--- config.mk ---
export PLATFORM = sky130hd
export DESIGN_NAME = usrp_tag_chip_mrx_ctrl
export DESIGN_NICKNAME = d
export VERILOG_FILES = /design/src/rtl/usrp_tag_chip_mrx_ctrl.sv
export SDC_FILE = /design/constraint.sdc
export NUM_CORES = 1
export LEC_CHECK = 0
export ABC_AREA = 1
export CAP_MARGIN = 20
export CORE_MARGIN = 8
export CORE_UTILIZATION = 50
export CTS_CLUSTER_DIAMETER = 50
export DETAILED_ROUTE_END_ITERATION = 7
export PLACE_DENSITY_LB_ADDON = 0.1
export SLEW_MARGIN = 20
export SYNTH_ARGS = -nofsm -noshare
export SYNTH_HDL_FRONTEND = slang
export SYNTH_SLANG_ARGS = --single-unit
--- constraint.sdc ---
create_clock -name clk -period 3.1 [get_ports clk]
set_input_delay 0.465 -clock clk [delete_from_list [all_inputs] [get_ports clk]]
set_output_delay 0.465 -clock clk [all_outputs]
set_load 0.01 [all_outputs]
--- src/rtl/usrp_tag_chip_mrx_ctrl.sv ---
// Receive-side framer/integrator for the tag-chip matrix measurement.
// Optional pilot-interval integration is enabled by defining MRX_PILOT_ACC_EN.
module usrp_tag_chip_mrx_ctrl #(
    parameter int unsigned DATA_WIDTH  = 16,
    parameter int unsigned PHASE_WIDTH = 24,
    parameter int unsigned NSYMB_WIDTH = 16,
    parameter int unsigned REG_WIDTH   = 12,
    parameter int unsigned ACC_WIDTH   = 32,
    parameter int unsigned NSIG        = 8192,
    parameter int unsigned PILOT_NSIG  = 65536,
    parameter int unsigned NSYMB       = 24,
    parameter int unsigned TRIG_BIT    = 0
) (
    input  logic                   clk,
    input  logic                   reset_n,
    input  logic [REG_WIDTH-1:0]   fp_gpio_in,
    output logic [REG_WIDTH-1:0]   fp_gpio_ddr,
    input  logic [DATA_WIDTH-1:0]  irx,
    input  logic [DATA_WIDTH-1:0]  qrx,
    input  logic                   rx_valid,
    output logic                   busy,
    output logic                   pilot_active,
    output logic [NSYMB_WIDTH-1:0] rx_symbN,
    output logic [PHASE_WIDTH-1:0] rx_sigN,
    output logic [ACC_WIDTH-1:0]   iacc,
    output logic [ACC_WIDTH-1:0]   qacc,
    output logic                   acc_valid,
    output logic [NSYMB_WIDTH-1:0] acc_symbN,
    output logic                   frame_done,
    output logic                   trig_overrun
);

    localparam logic [PHASE_WIDTH-1:0] SIG_LAST   = PHASE_WIDTH'(NSIG - 1);
    localparam logic [PHASE_WIDTH-1:0] PILOT_LAST = PHASE_WIDTH'(PILOT_NSIG - 1);
    localparam logic [NSYMB_WIDTH-1:0] SYMB_LAST  = NSYMB_WIDTH'(NSYMB - 1);

    typedef enum logic [1:0] {
        S_IDLE,
        S_PILOT,
        S_SYMB
    } state_t;

    state_t               state;
    logic [2:0]           sync;
    logic                 trig_rise;
    logic [ACC_WIDTH-1:0] run_i;
    logic [ACC_WIDTH-1:0] run_q;
    logic [ACC_WIDTH-1:0] sum_i;
    logic [ACC_WIDTH-1:0] sum_q;
    logic                 unused_gpio;

    // Only TRIG_BIT matters; the remaining pins are inputs that nothing reads.
    assign fp_gpio_ddr = '0;
    assign unused_gpio = ^fp_gpio_in;

    assign trig_rise = sync[1] & ~sync[2];
    assign sum_i     = run_i + ACC_WIDTH'($signed(irx));
    assign sum_q     = run_q + ACC_WIDTH'($signed(qrx));

    // Two synchronizer flops plus one history flop for the edge detector.
    always_ff @(posedge clk or negedge reset_n) begin
        if (!reset_n) begin
            sync <= '0;
        end else begin
            sync <= {sync[1:0], fp_gpio_in[TRIG_BIT]};
        end
    end

    always_ff @(posedge clk or negedge reset_n) begin
        if (!reset_n) begin
            state        <= S_IDLE;
            busy         <= 1'b0;
            pilot_active <= 1'b0;
            rx_symbN     <= '0;
            rx_sigN      <= '0;
            run_i        <= '0;
            run_q        <= '0;
            iacc         <= '0;
            qacc         <= '0;
            acc_valid    <= 1'b0;
            acc_symbN    <= '0;
            frame_done   <= 1'b0;
            trig_overrun <= 1'b0;
        end else begin
            acc_valid  <= 1'b0;
            frame_done <= 1'b0;

            // The frame_done cycle still counts as busy for a new sync edge.
            if (trig_rise && (state != S_IDLE || frame_done)) begin
                trig_overrun <= 1'b1;
            end

            case (state)
                S_IDLE: begin
                    if (trig_rise && !frame_done) begin
                        state        <= S_PILOT;
                        busy         <= 1'b1;
                        pilot_active <= 1'b1;
                        rx_sigN      <= '0;
                        rx_symbN     <= '0;
                        run_i        <= '0;
                        run_q        <= '0;
                    end
                end

                S_PILOT: begin
                    if (rx_valid) begin
`ifdef MRX_PILOT_ACC_EN
                        run_i <= sum_i;
                        run_q <= sum_q;
`endif
                        if (rx_sigN == PILOT_LAST) begin
                            state        <= S_SYMB;
                            pilot_active <= 1'b0;
                            rx_sigN      <= '0;
                            rx_symbN     <= '0;
`ifdef MRX_PILOT_ACC_EN
                            iacc         <= sum_i;
                            qacc         <= sum_q;
                            acc_valid    <= 1'b1;
                            acc_symbN    <= '1;
                            run_i        <= '0;
                            run_q        <= '0;
`endif
                        end else begin
                            rx_sigN <= rx_sigN + PHASE_WIDTH'(1);
                        end
                    end
                end

                S_SYMB: begin
                    if (rx_valid) begin
                        if (rx_sigN == SIG_LAST) begin
                            iacc      <= sum_i;
                            qacc      <= sum_q;
                            acc_valid <= 1'b1;
                            acc_symbN <= rx_symbN;
                            run_i     <= '0;
                            run_q     <= '0;
                            rx_sigN   <= '0;
                            if (rx_symbN == SYMB_LAST) begin
                                state      <= S_IDLE;
                                busy       <= 1'b0;
                                frame_done <= 1'b1;
                                rx_symbN   <= '0;
                            end else begin
                                rx_symbN <= rx_symbN + NSYMB_WIDTH'(1);
                            end
                        end else begin
                            run_i   <= sum_i;
                            run_q   <= sum_q;
                            rx_sigN <= rx_sigN + PHASE_WIDTH'(1);
                        end
                    end
                end

                default: state <= S_IDLE;
            endcase
        end
    end

endmodule

Word level (Yosys, flattened, before mapping)
Index checks and enable logic that the tools add are counted.

word-level totals
  output and inout port bits = 137
  word-level logic and storage cells = 89
  flip-flop bits (word level) = 194
  input bits = 47

cells by class
  reductions and logical operators = 16
  add/sub/neg operators = 4
  mux-type cells = 42
  bitwise operators = 2
  equality and inequality tests = 11

operator list
  operator                 number
  $mux W32                 5
  $pmux W32 S2             2
  $mux W24                 5
  $mux W16                 6
  $pmux W24 S3             1
  $add A32 B32 Y32         2
  $pmux W16 S3             1
  $add A24 B1 Y24 const B  1
  $eq A24 B13 Y1 const B   1
  $eq A24 B16 Y1 const B   1
  $add A16 B1 Y16 const B  1
  $eq A16 B5 Y1 const B    1
  $mux W1                  13
  $mux W2                  6
  $ne A2 B2 Y1 const B     6
  $reduce_and A6 Y1        2
  $reduce_and A4 Y1        2
  $pmux W2 S3              1
  $reduce_and A3 Y1        2
  $reduce_bool A2 Y1       3
  $reduce_and A5 Y1        1
  $pmux W1 S2              2
  $reduce_bool A3 Y1       1
  $eq A2 B1 Y1 const B     1
  other kinds (7)          8

Logic depth before layout (Yosys ltp)
  depth after elaboration = 5
  mapped depth = 13
  depth with buffers taken out = 13

Least setup slack after synthesis
Ideal clock, no wire load.

  path type = input-to-reg
  start point = input qrx[0]
  end point = register qacc[24]
  slack = 1142 ps
  buffers on the path = 0
  data required time = 2983 ps
  data arrival time = 1840 ps
  setup time = 117 ps
  stages = 12
  cell sequence = ha_1 -> fa_1 -> nand3_1 -> nand3_1 -> nand2_1 -> nand2_1 -> nand2_1 -> nand2_1 -> nand2_1 -> nand3_1 -> nand3_1 -> nand2_1

on the way
  cells in the longest elaborated chain, start to end = 1

ends and longest elaborated chain
  element                 line  RTL
  start: declaration      19    input logic [DATA_WIDTH-1:0] qrx,
  $add A32 B32 Y32        58    assign sum_q = run_q + ACC_WIDTH'($signed(qrx));
  end signal: assignment  135   qacc <= sum_q;
  end: declaration        26    output logic [ACC_WIDTH-1:0] qacc,

Every way passes these cells.
A chain may end at the register's enable or synchronous reset.

Worst setup path after layout
  start point = register state[0]
  end point = register run_i[31]

on the way
  cells in the longest elaborated chain, start to end = 3
  elaborated cells on any way between the ends = 7
  classes of those cells = eq/ne (3); mux (1); reduce/logical (3)

ends and longest elaborated chain
  element                                                                     line  RTL
  start: declaration                                                          43    state_t state;
  start signal: assignment                                                    71    state <= S_IDLE;
  start signal: assignment                                                    96    state <= S_PILOT;
  start signal: assignment                                                    113   state <= S_SYMB;
  $eq A2 B2 Y1 / $logic_not A2 Y1 (equally long branches)                     93    case (state)
  $ne A2 B2 Y1 (no source line) / $reduce_bool A2 Y1 (equally long branches)  --
  $reduce_and A3 Y1 (no source line)                                          --
  end signal: assignment                                                      150   run_i <= sum_i;
  end: declaration                                                            46    logic [ACC_WIDTH-1:0] run_i;

Parallel ways exist; a longest one is shown, timed or not.

==> summary.txt <==
Status
  • Status: finished, final reports clean

Power
  • Clock power frac: 0.213
  • Combinational power share: 0.492
  • Sequential share of power: 0.295
  • PD cells: 697.6 mW/mm^2
  • Switch Pwr: 5.022 mW
  • Power Total: 10.93 mW
  • Switching share of power: 0.4596
  • LEAKAGE: 8.342 nW
  • Max IR drop VDD: 0.5331 mV
  • Cell Int Power: 5.904 mW

Clock network
  • Clock Path Buffers: 2
  • CTS Hold Bufs: 0
  • Worst-Skew Late Latency: 0.45 ns
  • Cts repair resizes: 0
  • Post-CTS setup repair buffer count: 0
  • CTS tree: yes
  • CTS buffer count: 17
  • CTS Root Buffer Type: clkbuf_16
  • Worst-path clk slew: 0.08 ns
  • # clock sinks: 194
  • H-tree Lvls: 4

Synth
  • Primary FF master, synth: dfrtp_1
  • Synthesized flop and latch total: 194
  • Most common cell in the netlist: nand2_1
  • Synth area leader: dfrtp_1
  • Async S/R FF share, synth: 1.000
  • Post-synth EDFFs: 0
  • Syn avg cell area: 6.737 um^2
  • Register area share after synthesis: 0.3686
  • Post-synth cell types: 40
  • Synth cell count leaders: nand2_1 (762), inv_1 (280), dfrtp_1 (194), nor2_1 (153), nand3_1 (152)
  • Synth area leaders: dfrtp_1 (37%), nand2_1 (22%), inv_1 (8.0%), ha_1 (6.4%), nand3_1 (5.8%)
  • Top cell type's share of synthesized area: 0.3686
  • Post-Synthesis Cell Area: 0.01317 mm^2
  • Mapped Cells: 1955
  • Synth warn: 0

Floorplanning
  • Die H: 178.3 um
  • Core Area: 0.02598 mm^2
  • Site Rows: 59
  • Chip width: 178.3 um
  • Die area: 0.03179 mm^2
  • I/O Pins: 184
  • Initial Util: 0.5068

Placed design
  • PortBufs: 160
  • Pre-CTS WS: 0.2861 ns
  • Final Wtd Congestion: 0.9427
  • Post-DP Area: 0.01504 mm^2
  • Final HPWL DP: 28250 um

Global route
  • First-pass GRT wire length: 61000 um
  • Largest net degree at the start of global routing: 81
  • Total Routing Usage GR: 0.2375
  • Initial antenna violation count: 1
  • Vias in the first global route: 12.09k
  • Remaining global-route overflow: 0

STA
  • Final Skew: 0.02018 ns
  • # setup viols final: 0
  • Slew HR: 0.4125
  • Slew Viols, Final: 0
  • RSZ-0062 raised after global routing: false
  • Tcrit/Tclk final: 0.7913
  • Final Critical Period: 2.453 ns
  • Setup TNS Final: 0 ns
  • Achievable Freq: 0.4076 GHz
  • Worst-margin pin slew: 0.8803 ns
  • Final Hold Fails: 0
  • Setup WS post-layout: 0.6469 ns

Finish
  • Fraction of layout cells with a size suffix above 1: 0.03252
  • Area delta synth->final: 18.92%
  • Final instance area: 0.01566 mm^2
  • # fillers: 2525
  • Nets@finish: 2225

Flow run
  • Max_cap viols: 0

Worst setup path
  • Crit path kind: reg2reg
  • Arrival @ worst endpoint: 2.82 ns
  • Startpoint types: flop
  • Worst EP required: 3.47 ns
  • Worst-path fanout max: 63
  • R2R depth: 8
  • Critical Path Max Stage Delay: 0.60 ns
  • Crit path cell chain: inv_1 > ha_1 > inv_1 > a21oi_1 > inv_2 > buf_4 > nand2_1 > nand2_1
  • Worst setup EP type: flop
  • CP max-delay cell: buf_4

Detailed routing
  • Detail Route Antenna Nets: 0
  • WL/cell: 15.10 um
  • DR iter-0 viols: 882
  • First-pass detailed-route iteration total: 6
  • Via count: 12.48k
  • # DRC: 0
  • Drt via density: 5.077
  • Routed wire length: 37120 um

Min path
  • Hold WC Path Type: in2async
[power by group through the flow]
| stage | registers [mW] | logic [mW] | clock network (mW) |
|---|---|---|---|
| 6_report | 3.22 | 5.37 | 2.33 |
| 5_1_grt | 3.27 | 6.10 | 2.47 |
| 4_1_cts | 3.22 | 5.35 | 2.38 |
| 3_5_place_dp | 3.26 | 5.32 | 0 |
| 3_3_place_gp | 3.26 | 5.22 | 0 |
| 2_1_floorplan | 3.23 | 3.87 | 0 |
[flip-flops by register name (all words and copies together) (netlist names)]
name	flops
iacc	32
qacc	32
run_i	32
run_q	32
rx_sigN	24
acc_symbN	16
rx_symbN	16
sync	3
state	2
acc_valid	1
busy	1
frame_done	1
pilot_active	1
trig_overrun	1
[cell type report]
type / instances / area (um^2) / area share
timing repair buffer: 172 / 1733 / 0.1106
inverter: 285 / 1072 / 0.06846
sequential: 194 / 4855 / 0.3100
multi-input combinational: 1439 / 6958 / 0.4442
antenna: 1 / 2.502 / 0.0001598
clock inverter: 14 / 183.9 / 0.01174
tap: 335 / 419.2 / 0.02676
clock buffer: 18 / 439.2 / 0.02804
[final timing paths]
check	to	slack, ns	from
max in group asynchronous	run_q[20]	2.25	reset_n
worst max-delay path	run_i[31]	0.65	state[0]
min in group clk	sync[1]	0.35	sync[0]
worst min register to register	sync[1]	0.35	sync[0]
worst min-delay path	acc_symbN[5]	0.06	reset_n
worst max register to register	run_i[31]	0.65	state[0]
[routing by layer]
layer | track usage | part of all wire | wire (um)
met1 | 0.3313 | 0.48 | 17890
met2 | 0.3837 | 0.45 | 16620
met3 | 0.03514 | 0.057 | 2111
met4 | 0.05580 | 0.013 | 498
met5 | 0 | 0 | 0
[placed cells by master (no fill, tap or decap), types with 3 or more instances in the layout]
master and n:
a21oi_1 46, and2_1 4, buf_12 3, buf_4 9, clkbuf_16 17, clkdlybuf4s50_1 159
clkinv_8 4, conb_1 12, dfrtp_1 194, ha_1 67, inv_1 280, inv_2 4
inv_6 3, inv_8 4, nand2_1 762, nand3_1 152, nand3b_1 11, nand4_1 29
nor2_1 152, nor2_2 4, nor2_4 4, nor3_1 19, o21ai_0 54, o21ai_1 39
o21bai_1 5, o22ai_1 4, xnor2_1 31, xor2_1 24
[worst max-delay path: cells and delay by family, from the launching register on]
| family | cells | cell delay (ns) |
|---|---|---|
| AND/OR/NAND/NOR | 2 | 0.22 |
| buffers and inverters | 4 | 1.16 |
| AO/OA/AOI/OAI | 1 | 0.21 |
| adder cells (fa/ha/maj) | 1 | 0.34 |
| flip-flops | 1 | 0.38 |
[cells by family after synthesis]
logic type | share of synthesized area
compound gates | 0.06175
xor+xnor | 0.03658
fa+ha+maj | 0.06669
buf+inv | 0.1064
flops | 0.3686
other cells | 0.0002847
simple gates | 0.3597
[through the flow]
| stage | std cells | util | hold slack [ns] |
|---|---|---|---|
| after floorplan | 1966 | - | 0.1694 |
| after global placement | 2425 | 0.5787 | 0.3447 |
| after detailed placement | 2425 | 0.5787 | 0.3365 |
| after CTS | 2457 | 0.6027 | 0.07837 |
| after global routing | 2458 | 0.6028 | 0.1048 |
| final | 2458 | 0.6028 | 0.05924 |
No activity file was read; power rests on OpenSTA's default activity.
